--- src/rtl/imem_loader_pkg.sv ---
// imem_loader_pkg: shared state encoding and sizing constants for the instruction-memory loader.
package imem_loader_pkg;
  typedef enum logic [2:0] {IDLE, LEN, DATA, WRITE, DONE, ERR} loader_state_t;
  localparam int BYTES_PER_WORD = 4;
  localparam int DEPTH_DEFAULT = 64;
endpackage

--- src/rtl/imem_loader_if.sv ---
// imem_loader_if: byte stream, memory write port and core status signals of the loader.
interface imem_loader_if;
  logic start;
  logic rx_valid;
  logic [7:0] rx_data;
  logic rx_ready;
  logic mem_we;
  logic [31:0] mem_addr;
  logic [31:0] mem_wd;
  logic cpu_reset;
  logic done;
  logic error;
  modport master (
    input start, rx_valid, rx_data,
    output rx_ready, mem_we, mem_addr, mem_wd, cpu_reset, done, error
  );
  modport slave (
    output start, rx_valid, rx_data,
    input rx_ready, mem_we, mem_addr, mem_wd, cpu_reset, done, error
  );
endinterface

--- src/rtl/imem_loader_byte_packer.sv ---
// byte_packer: assembles little-endian 32-bit words from accepted bytes; word is valid with the 4th byte.
module byte_packer
  import imem_loader_pkg::*;
(
  input  logic        clk,
  input  logic        reset_n,
  input  logic        clr,
  input  logic        in_valid,
  input  logic [7:0]  in_data,
  output logic [31:0] word,
  output logic        word_valid
);
  logic [1:0] cnt;
  logic [23:0] sr;
  always_ff @(posedge clk or negedge reset_n) begin
    if (!reset_n) begin
      cnt <= '0;
      sr <= '0;
    end else if (clr) begin
      cnt <= '0;
    end else if (in_valid) begin
      cnt <= cnt + 2'd1;
      sr <= {in_data, sr[23:8]};
    end
  end
  // the 4th byte completes the word combinationally, so no extra cycle is spent
  assign word = {in_data, sr};
  assign word_valid = in_valid && cnt == 2'(BYTES_PER_WORD - 1);
endmodule

--- src/rtl/imem_loader.sv ---
// imem_loader: receives a length-prefixed byte stream and writes it into instruction memory,
// holding the core in reset until a complete, valid program has been loaded.
module imem_loader
  import imem_loader_pkg::*;
#(
  parameter int DEPTH = DEPTH_DEFAULT
) (
  input logic clk,
  input logic reset_n,
  imem_loader_if.master bus
);
  localparam int IW = $clog2(DEPTH) + 1;
  loader_state_t state, state_nx;
  logic [IW-1:0] idx, n;
  logic [31:0] word;
  logic word_valid, take, idle_like, clr, bad, last;
  assign take = bus.rx_valid && bus.rx_ready;
  assign idle_like = state == IDLE || state == DONE || state == ERR;
  assign clr = bus.start && idle_like;
  assign bad = word == 32'd0 || word > 32'(DEPTH);
  assign last = idx == n - IW'(1);
  byte_packer u_packer (
    .clk(clk),
    .reset_n(reset_n),
    .clr(clr),
    .in_valid(take),
    .in_data(bus.rx_data),
    .word(word),
    .word_valid(word_valid)
  );
  always_ff @(posedge clk or negedge reset_n) begin
    if (!reset_n) begin
      state <= IDLE;
      idx <= '0;
      n <= '0;
      bus.mem_addr <= '0;
      bus.mem_wd <= '0;
    end else begin
      state <= state_nx;
      if (clr) idx <= '0;
      if (state == LEN && word_valid && !bad) n <= word[IW-1:0];
      if (state == DATA && word_valid) begin
        bus.mem_addr <= {{(30-IW){1'b0}}, idx, 2'b00};
        bus.mem_wd <= word;
      end
      if (state == WRITE && !last) idx <= idx + IW'(1);
    end
  end
  always_comb begin
    state_nx = state;
    unique case (state)
      IDLE, DONE, ERR: state_nx = bus.start ? LEN : state;
      LEN:             state_nx = word_valid ? (bad ? ERR : DATA) : LEN;
      DATA:            state_nx = word_valid ? WRITE : DATA;
      WRITE:           state_nx = last ? DONE : DATA;
      default:         state_nx = IDLE;
    endcase
    bus.rx_ready = state == LEN || state == DATA;
    bus.mem_we = state == WRITE;
    bus.cpu_reset = state != DONE;
    bus.done = state == DONE;
    bus.error = state == ERR;
  end
endmodule

--- src/flat_wrapper.sv ---
// flat-port wrapper written by rule: the top's interface ports become plain ports
module imem_loader_flat import imem_loader_pkg::*;
#(
  parameter int DEPTH = DEPTH_DEFAULT
)
  (clk, reset_n, bus_start, bus_rx_valid, bus_rx_data, bus_rx_ready, bus_mem_we, bus_mem_addr, bus_mem_wd, bus_cpu_reset, bus_done, bus_error);
  imem_loader_if bus_i ();
  input logic clk;
  input logic reset_n;
  input wire logic [$bits(bus_i.start)-1:0] bus_start;
  input wire logic [$bits(bus_i.rx_valid)-1:0] bus_rx_valid;
  input wire logic [$bits(bus_i.rx_data)-1:0] bus_rx_data;
  output wire logic [$bits(bus_i.rx_ready)-1:0] bus_rx_ready;
  output wire logic [$bits(bus_i.mem_we)-1:0] bus_mem_we;
  output wire logic [$bits(bus_i.mem_addr)-1:0] bus_mem_addr;
  output wire logic [$bits(bus_i.mem_wd)-1:0] bus_mem_wd;
  output wire logic [$bits(bus_i.cpu_reset)-1:0] bus_cpu_reset;
  output wire logic [$bits(bus_i.done)-1:0] bus_done;
  output wire logic [$bits(bus_i.error)-1:0] bus_error;
  assign bus_i.start = bus_start;
  assign bus_i.rx_valid = bus_rx_valid;
  assign bus_i.rx_data = bus_rx_data;
  assign bus_rx_ready = bus_i.rx_ready;
  assign bus_mem_we = bus_i.mem_we;
  assign bus_mem_addr = bus_i.mem_addr;
  assign bus_mem_wd = bus_i.mem_wd;
  assign bus_cpu_reset = bus_i.cpu_reset;
  assign bus_done = bus_i.done;
  assign bus_error = bus_i.error;
  imem_loader #(.DEPTH(DEPTH)) u_core (.clk(clk), .reset_n(reset_n), .bus(bus_i));
endmodule
--- config.mk ---
export PLATFORM = sky130hd
export DESIGN_NAME = imem_loader_flat
export DESIGN_NICKNAME = d
export VERILOG_FILES = /design/src/rtl/imem_loader_pkg.sv /design/src/rtl/imem_loader_if.sv /design/src/rtl/imem_loader_byte_packer.sv /design/src/rtl/imem_loader.sv /design/src/flat_wrapper.sv
export SDC_FILE = /design/constraint.sdc
export NUM_CORES = 1
export LEC_CHECK = 0
export BUFFER_PORTS_ARGS = -buffer_cell sky130_fd_sc_hd__buf_2
export CORE_MARGIN = 1
export CORE_UTILIZATION = 40
export CTS_CLUSTER_SIZE = 16
export DETAILED_ROUTE_END_ITERATION = 8
export PLACE_DENSITY = 0.65
export SYNTH_ARGS = -nofsm -noshare
export SYNTH_HDL_FRONTEND = slang
export SYNTH_SLANG_ARGS = --single-unit
--- constraint.sdc ---
create_clock -name clk -period 1.77 [get_ports clk]
set_input_delay 0.354 -clock clk [delete_from_list [all_inputs] [get_ports clk]]
set_output_delay 0.354 -clock clk [all_outputs]
set_load 0.03 [all_outputs]
== Word-level counts from Yosys, hierarchy flattened ==
Cells that the tools add are included.

* Flip-flop bits (word level): 82
* Input bits: 12
* Output and inout port bits: 69
* Word-level logic and storage cells: 50

* Add/subtract/negate cells: 3
* Order comparisons: 1
* Equal/unequal tests: 9
* Muxes and demuxes: 10
* Bitwise gates (word level): 1
* Reductions and logical operators: 19

{| class="wikitable"
|+ Operators with widths
! kind !! number
|-
| greater-than comparator 32 x 7 -> 1 bit (second input constant) || 1
|-
| logical NOT 32 bit || 1
|-
| 2-to-1 mux 7 bit || 2
|-
| 2-to-1 mux 3 bit || 4
|-
| one-hot mux 3 bit (4 select lines) || 1
|-
| adder 7 x 1 -> 7 bit (second input constant) || 1
|-
| == test 7 bit || 1
|-
| logical AND 1 bit || 7
|-
| subtractor 7 x 1 -> 7 bit (second input constant) || 1
|-
| == test 3 x 2 -> 1 bit (second input constant) || 2
|-
| == test 3 bit (second input constant) || 2
|-
| logical OR 1 bit || 4
|-
| 2-to-1 mux 2 bit || 2
|-
| nonzero test 2 bit || 2
|-
| == test 3 x 1 -> 1 bit (second input constant) || 1
|-
| logical NOT 3 bit || 1
|-
| != test 3 bit (second input constant) || 1
|-
| OR reduction 3 bit || 1
|-
| adder 2 x 1 -> 2 bit (second input constant) || 1
|-
| == test 2 bit (second input constant) || 1
|-
| logical NOT 1 bit || 2
|-
| != test 2 bit (second input constant) || 1
|-
| AND reduction 2 bit || 1
|-
| 2-to-1 mux 1 bit || 1
|-
| NOT 1 bit || 1
|}

== Logic depth before layout (Yosys ltp) ==
Gate-level depths: netlist of run 1.

* Word-level depth: 6
* Gate-level depth with buffers: 9
* Mapped depth without buffers: 8

== Hierarchy ==
A second synthesis of run 1 with hierarchy kept.

* Cells, all modules: 307
* Area, all modules: 4,031.4 um^2

{| class="wikitable"
|+ By module, submodules not included
! module !! instances !! cells each !! area each (um^2) !! sequential area each (um^2)
|-
| imem_loader || 1 || 239 || 2,864.0 || 1,401.3
|-
| byte_packer || 1 || 68 || 1,167.4 || 650.6
|}

== Least setup slack after synthesis of run 1 ==
Ideal clock, no wire load.

* Path kind: register to register
* Start: register u_core.state[0]
* End: register u_core.u_packer.sr[10]
* Library setup time: 125 ps
* Arrival time: 1,895 ps
* Required time: 1,645 ps
* Setup slack: -249 ps
* Stages on the path, launching flop included: 6
* Path buffers: 1
* Clock period less this slack: 2,019 ps
* Cell sequence: dfrtp_1 xnor2_1 nor2_1 nand2_1 clkbuf_1 mux2_2

* Elaborated cells between the ends (all ways): 12
* Those cells by class: eq/ne (4); bitwise (1); reduce/logical (7)

{| class="wikitable"
|+ RTL lines
! what !! RTL line !! text
|-
| start: declaration || imem_loader.sv:13 || <nowiki>loader_state_t state, state_nx;</nowiki>
|-
| start signal: assignment || imem_loader.sv:39 || <nowiki>state <= state_nx;</nowiki>
|-
| == test 3 x 1 -> 1 bit / == test 3 x 2 -> 1 bit (equally long branches) || imem_loader.sv:58 || <nowiki>bus.rx_ready = state == LEN || state == DATA;</nowiki>
|-
| logical OR 1 bit * || imem_loader.sv:58 ||
|-
| via bus_rx_ready || flat_wrapper.sv:13 || <nowiki>output wire logic [$bits(bus_i.rx_ready)-1:0] bus_rx_ready;</nowiki>
|-
| logical AND 1 bit * || imem_loader.sv:17 || <nowiki>assign take = bus.rx_valid && bus.rx_ready;</nowiki>
|-
| AND reduction 2 bit (no source line) * || n/a ||
|-
| end signal: assignment || imem_loader_byte_packer.sv:23 || <nowiki>sr <= {in_data, sr[23:8]};</nowiki>
|-
| end: declaration || imem_loader_byte_packer.sv:14 || <nowiki>logic [23:0] sr;</nowiki>
|}

Mark *: on every way through the listed nets, which the timed path passes. The rest lies on a longest branch.
A chain may end at the register's enable or synchronous reset.

== Worst setup path in the final report of run 1 ==
* Start: register u_core.u_packer.sr[12]
* End: register u_core.n[5]

* Word-level cells in the longest chain between the ends: 4
* Elaborated cells between the ends (all ways): 5
* Those cells by class: order compare (1); reduce/logical (4)

{| class="wikitable"
|+ Ends and longest elaborated chain
! what !! RTL line !! text
|-
| greater-than comparator 32 x 7 -> 1 bit / logical NOT 32 bit (equally long branches) || imem_loader.sv:20 || <nowiki>assign bad = word == 32'd0 || word > 32'(DEPTH);</nowiki>
|-
| logical OR 1 bit * || imem_loader.sv:20 ||
|-
| logical NOT 1 bit * || imem_loader.sv:41 || <nowiki>if (state == LEN && word_valid && !bad) n <= word[IW-1:0];</nowiki>
|-
| logical AND 1 bit * || imem_loader.sv:41 ||
|-
| end signal: assignment || imem_loader.sv:41 ||
|-
| end: declaration || imem_loader.sv:14 || <nowiki>logic [IW-1:0] idx, n;</nowiki>
|}

Mark *: on every way between the ends. The rest lies on a longest branch, timed or not.

==> results by group, run 1 <==
Logic synthesis
  • Synthesized area: 0.00369 mm2
  • Syn avg cell area: roughly 13 um2
  • Area share of the largest cell type after synthesis: a little under three fifths
  • Yosys reg bits: 82
  • Leading area contributor after synthesis: dfrtp_1
  • Cell count after synthesis: 280
  • Area contributors post-synth: dfrtp_1 (56%), mux2_2 (21%), buf_4 (5.3%)
  • Synth unique cells: 36
  • Sequential cell area fraction in the yosys report: a little under three fifths
  • Synth warnings: 0

Pwr
  • Power share of the clock group: between 20% and 30%
  • Pwr per Cell Area: ~1100 mW/mm2
  • Overall Power: 0.00567 W
  • Comb pwr share: 27.3%
  • Flop pwr share: between 40% and 50%
  • Leak Pwr: ~2.6 nW
  • NetSw: ~0.0017 W
  • Worst-case vdd ir drop: 0.576 mV
  • Internal cell power: between 0.003 and 0.004 W
  • Fraction of power spent switching nets: between 30% and 40%

Drt
  • WL per Instance: about 15 um
  • Vias/cell: just under 5
  • Total iterations of the first detailed-routing run: 6
  • WL final: 7980 um
  • Vias: roughly 2,500
  • DR iter-0 viols: 98
  • Post-DRT Antenna Nets: 0
  • DRC viols: 11

GRT
  • GR Overflow Total: 0
  • Vias in the first global route: 2,541
  • Initial antenna violation count: 0
  • Pin count of the biggest net entering global routing: 32
  • First-pass GRT wire length: between 10,000 and 15,000 um
  • Tot GR Track Use: roughly 17%

Timing
  • Unrepaired setup endpoints after global routing: yes
  • Hold WS: 0.250 ns
  • Post-layout minimum cycle time: 1.89 ns
  • Fmax: approximately 530 MHz
  • Final Skew: around 0.0088 ns
  • Final TNS setup: -1.33 ns
  • Worst Slack Setup Final: -0.121 ns
  • Final setup fails: 16
  • Period utilisation layout: 107%
  • Final Max Tran Viols: 0
  • Final Hold Fails: 0

Die
  • Die width: between 90 and 100 um
  • Core Area: slightly below 0.009 mm2
  • DIE AREA: approximately 0.0096 mm2
  • IO Pins: between 80 and 90
  • Initial core utilization: 41.7%
  • Die Y: 98.1 um
  • FP Rows: 34

Setup path
  • CP startpoint kind: register
  • Critical path startpoint: u_core.u_packer.sr[12]$_DFFE_PN0P_
  • Kind of critical path: reg2reg
  • Worst EP required: 2.01 ns
  • CP endpoint kind: register
  • Arr. time, crit path: 2.13 ns
  • Crit Path Max Fanout: 8
  • FF-to-FF Start: u_core.u_packer.sr[12]$_DFFE_PN0P_

Finish
  • Fraction of layout cells with a size suffix above 1: approximately three fifths
  • Commonest cells after routing, fill and taps aside: dfrtp_1 (81), mux2_2 (70), buf_2 (51)
  • Final Util: 56.7%
  • Most common cell after layout, fill and taps aside: dfrtp_1
  • Nets: 418
  • Synth-to-layout area growth: 35.7%
  • Diode count: 0
  • Final Instance Count excl. Fillers: 516

Flow run
  • Max-Cap Viols: 0

Clock network
  • Root Driver: clkbuf_8
  • Clock H-tree levels: 3
  • Worst-Skew Late Latency: 0.35 ns
  • CTS tree: done
  • Deepest clock path buffer count: 2
  • Clk pin slew, worst setup/hold paths: about 0.09 ns
  • CTS Buf Count: 9
  • Clock Sinks: 82

Min path
  • HP Class: in2reg
  • Hold Path Origin: bus_start

Placed design
  • Routability Congestion: 0.754
  • Dpl cells: between 400 and 500
  • Port Buffer Count: between 50 and 60
  • HPWL Detailed: around 5400 um

Run status
  • Outcome: finished with violations
  • Failing checks: DRC, setup timing
## worst max-delay path, cell delays in order, from the launching register on
cell and delay, ns:
dfrtp_1 0.39, nor4_1 0.39, nand4_1 0.21, a2111oi_4 0.26
nand2_2 0.21, mux2_2 0.31
## routing by layer
layer | up-vias | global-route usage [%] | wire length (um)
li1 | 1185 | - | -
met5 | - | 0 | 0
met1 | 1262 | 21.1 | 3550
met2 | 71 | 28.0 | 4040
met4 | 0 | 3.50 | 15
met3 | 2 | 5.51 | 377
## registers in the layout (all words and copies together) (netlist names)
| name | count |
|---|---|
| u_core.bus.mem_addr | 7 |
| u_core.bus.mem_wd | 32 |
| u_core.idx | 7 |
| u_core.n | 7 |
| u_core.state | 3 |
| u_core.u_packer.cnt | 2 |
| u_core.u_packer.sr | 24 |
## kinds of logic (layout without fill, tap and decap cells)
family                     count (synthesis)  count (layout)  synth area share, %
and+or+nand+nor                           51              51                 7.32
other                                      1              25                0.102
AOI/OAI and AO/OA                         22              22                 5.01
muxes                                     70              70                 21.3
buffers and inverters                     40             144                 6.84
xor gates and xnor gates                  11              11                 2.81
adders and majority gates                  3               3                 1.02
DFF                                       82              82                 55.6
## what timing repair did
| item | 4_1_cts | 5_1_grt |
|---|---|---|
| hold buffers | 1 | 0 |
| gates resized for setup | 27 | 13 |
| pin swaps | 11 | 8 |
| hold endpoints to repair | 17 | 0 |
| gates cloned | 0 | 3 |
| setup endpoints to repair | 19 | 59 |
| setup buffers | 3 | 6 |
## stage by stage
stage	worst slack, ns	cell area (um2)
global placement	-0.165	4430
global route	-0.269	5010
finish	-0.121	5010
CTS	-0.133	4830
detailed placement	-0.237	4430
floorplan	-0.0398	3810
## area by class of cell
| cell class | count | area [um2] |
|---|---|---|
| clock buffers | 9 | 124 |
| clock inverters | 7 | 124 |
| fillers | 770 | 3830 |
| inverters | 8 | 30.0 |
| multi-input cells | 182 | 1620 |
| flip-flops and latches | 82 | 2050 |
| well taps | 108 | 135 |
| repair buffers | 120 | 923 |
## synth_stat cells
cell and number:
dfrtp_1 82, mux2_2 70, buf_4 26, nand3_1 12, inv_1 8, nor2_1 8
nand2_1 7, nor4_1 6, xnor2_1 6, nor3_1 5, o211ai_1 5, buf_2 4
o21ai_0 4, xor2_1 4, ha_1 3, o31ai_1 3, and3_1 2, clkbuf_1 2
nand2b_1 2, nand3b_1 2, o211ai_2 2, o21ai_1 2, or3_1 2, a2111oi_2 1
a21boi_0 1, a32oi_1 1, and3b_1 1, conb_1 1, nand4_1 1, nor2_2 1
o211a_1 1, o21a_1 1, o31ai_4 1, or2_2 1, or4_4 1, xnor2_2 1
## final timing paths
check	end	slack, ns	cells after the start
max in group asynchronous	u_core.u_packer.sr[19]$_DFFE_PN0P_	0.82	3
hold reg to reg	u_core.bus.mem_addr[4]$_DFFE_PN0P_	0.50	1
setup reg to reg	u_core.n[5]$_DFFE_PN0P_	-0.12	5
min in group asynchronous	u_core.bus.mem_wd[26]$_DFFE_PN0P_	0.43	2
setup / recovery	u_core.n[5]$_DFFE_PN0P_	-0.12	5
hold / removal	u_core.state[2]$_DFFE_PN0P_	0.25	2
## power by group through the flow
stage	logic, W	clock network [W]	registers, W
2_1_floorplan	0.000732	0	0.00248
3_3_place_gp	0.00145	0	0.00244
3_5_place_dp	0.00148	0	0.00245
4_1_cts	0.00154	0.00172	0.00244
5_1_grt	0.00170	0.00179	0.00248
6_report	0.00155	0.00168	0.00245
(Power assumes the default switching activity.)
==> inputs of run 2 (changes only) <==
GPL_TIMING_DRIVEN = 0   (was default)
==> results by group, run 2 (synthesized netlist as in run 1, its figures left out) <==
Run status
  • Outcome: finished with violations
  • Failing checks: DRC, setup timing

Pwr
  • Overall Power: 0.00507 W (-11%)
  • Leak Pwr: 2.42 nW (-5.1%)
  • Worst-case vdd ir drop: 0.522 mV (-9.4%)
  • Pwr per Cell Area: 1080 mW/mm2 (-4.8%)

Die
  • Core Area: 0.00885 mm2 (unchanged)
  • FP Rows: 34 (unchanged)
  • Die width: 98.1 um (unchanged)
  • DIE AREA: 0.00962 mm2 (unchanged)
  • IO Pins: 81 (unchanged)
  • Initial core utilization: 41.7% (unchanged)
  • Die Y: 98.1 um (unchanged)

Placed design
  • HPWL Detailed: 5010 um (-6.9%)
  • Port Buffer Count: 55 (unchanged)
  • Routability Congestion: 0.763 (+1.2%)
  • Dpl ws: -0.306 ns (-0.0695 ns)

Timing
  • Final Hold Fails: 0 (unchanged)
  • Fmax: 526 MHz (-0.46%)
  • Post-layout minimum cycle time: 1.90 ns (+0.00867 ns)
  • Final TNS setup: -1.21 ns (+0.125 ns)
  • Period utilisation layout: 107% (+0.49 points)
  • Final Max Tran Viols: 0 (unchanged)
  • Final Skew: 0.0107 ns (+0.00188 ns)
  • Unrepaired setup endpoints after global routing: yes
  • Final setup fails: 15 (-1)
  • Worst Slack Setup Final: -0.130 ns (-0.00867 ns)

Clock network
  • Root Driver: clkbuf_8
  • Clock Sinks: 82 (unchanged)
  • Clk pin slew, worst setup/hold paths: 0.08 ns (about the same)
  • Clock H-tree levels: 3 (unchanged)
  • Deepest clock path buffer count: 2 (unchanged)
  • Worst-Skew Late Latency: 0.35 ns (about the same)
  • CTS Buf Count: 9 (unchanged)
  • CTS tree: done

Drt
  • DRC viols: 9 (-2)
  • Vias: 2,420 (-4.0%)
  • Total iterations of the first detailed-routing run: 8 (+2)
  • WL per Instance: 14.6 um (-5.7%)
  • Post-DRT Antenna Nets: 0 (unchanged)
  • Vias/cell: 4.86 (-0.50%)
  • WL final: 7260 um (-9.0%)
  • DR iter-0 viols: 58 (-41%)

Setup path
  • Reg2Reg Setup Slack: -0.13 ns (about the same)
  • Crit Path Max Fanout: 7 (-1)
  • CP endpoint kind: register
  • Kind of critical path: reg2reg
  • Cell depth of the worst flop-to-flop path: 8 (+3)
  • Worst EP required: 2.00 ns (about the same)
  • Reg-to-reg endpoint: u_core.idx[6]$_DFFE_PN0P_
  • CP startpoint kind: register
  • FF-to-FF Start: u_core.n[1]$_DFFE_PN0P_
  • Arr. time, crit path: 2.13 ns (about the same)

Finish
  • Register Area: 0.00206 mm2 (+0.12%)
  • Fillers: 768 (-0.26%)
  • Biggest register: u_core.bus.mem_wd
  • Final Util: 53.2% (-3.5 points)
  • Fraction of layout cells with a size suffix above 1: 54.6% (-3.5 points)
  • Diode count: 0 (unchanged)
  • Nets: 400 (-4.3%)
  • Synth-to-layout area growth: 27.3%
  • Max FFs per register: 32 (unchanged)
  • Most common cell after layout, fill and taps aside: dfrtp_1
  • Area taken by multi-input logic gates: 0.00158 mm2 (-2.9%)
  • Commonest cells after routing, fill and taps aside: dfrtp_1 (79), mux2_2 (70), buf_2 (53)
  • Top flop regs: u_core.bus.mem_wd (32), u_core.u_packer.sr (24)

Flow run
  • Max-Cap Viols: 0 (unchanged)

GRT
  • Vias in the first global route: 2,417 (-4.9%)
  • Initial antenna violation count: 0 (unchanged)
  • GR Overflow Total: 0 (unchanged)
  • Tot GR Track Use: 16.4% (-0.32 points)
  • Pin count of the biggest net entering global routing: 66 (+110%)
  • First-pass GRT wire length: 12,200 um (-1.8%)

Min path
  • Depth of the worst hold-timing path: 2 (unchanged)
  • Hold Path Origin: bus_start
  • Worst Hold Path EP: u_core.state[2]$_DFFE_PN0P_
  • HP Class: in2reg
-- run 2: worst max-delay path by stage --
stage | slack [ns] | endpoint | startpoint
after floorplan | -0.04 | u_core.idx[5]$_DFFE_PN0P_ | u_core.n[0]$_DFFE_PN0P_
after global placement | -0.29 | u_core.bus.mem_wd[30]$_DFFE_PN0P_ | reset_n
after detailed placement | -0.31 | u_core.n[4]$_DFFE_PN0P_ | u_core.u_packer.sr[12]$_DFFE_PN0P_
after CTS | -0.15 | u_core.idx[5]$_DFFE_PN0P_ | u_core.n[0]$_DFFE_PN0P_
after global routing | -0.26 | u_core.idx[3]$_DFFE_PN0P_ | u_core.n[0]$_DFFE_PN0P_
final | -0.13 | u_core.idx[6]$_DFFE_PN0P_ | u_core.n[1]$_DFFE_PN0P_
-- run 2: through the flow --
step | instance area [um2] | cells | hold slack (ns)
6_report | 4700 | 498 | 0.255
5_1_grt | 4700 | 498 | 0.239
4_1_cts | 4650 | 496 | 0.241
3_5_place_dp | 4250 | 468 | 0.246
3_3_place_gp | 4220 | 467 | 0.484
2_1_floorplan | 3810 | 304 | 0.0584
-- run 2: area by class of cell --
type | count | share of cell area (%)
clock buffers | 10 | 2.71
multi-input cells | 182 | 33.5
plain buffers | 32 | 5.59
repair buffers | 70 | 8.99
inverters | 8 | 0.692
clock inverters | 6 | 1.92
flip-flops and latches | 82 | 43.7
well taps | 108 | 2.87
-- run 2: where the power goes --
part	switching [W]	internal [W]	total (W)
registers	0.000394	0.00219	0.00259
logic	0.000474	0.000523	0.000997
clock network	0.000683	0.000800	0.00148
-- run 2: critical path: stages (launching register included) --
cell	delay (ns)
dfrtp_1	0.36
inv_1	0.05
ha_1	0.28
xor2_1	0.15
o211a_1	0.17
o211ai_2	0.11
o31ai_4	0.33
buf_2	0.24
o211ai_2	0.09
-- run 2: per-layer routing --
layer	routed length (um)	track usage [%]	vias to the layer above
met5	0	0	-
met1	3190	20.5	1184
met4	124	6.41	0
met2	3580	26.8	68
li1	-	-	1158
met3	369	4.80	10
-- run 2: timing repair --
action / 4_1_cts / 5_1_grt
endpoints found under the setup margin: 75 / 75
hold endpoints to repair: 17 / 0
buffers inserted: 11 / 1
cloned: 0 / 1
hold buffers: 1 / 0
gates resized for setup: 24 / 14
pin swaps: 11 / 5
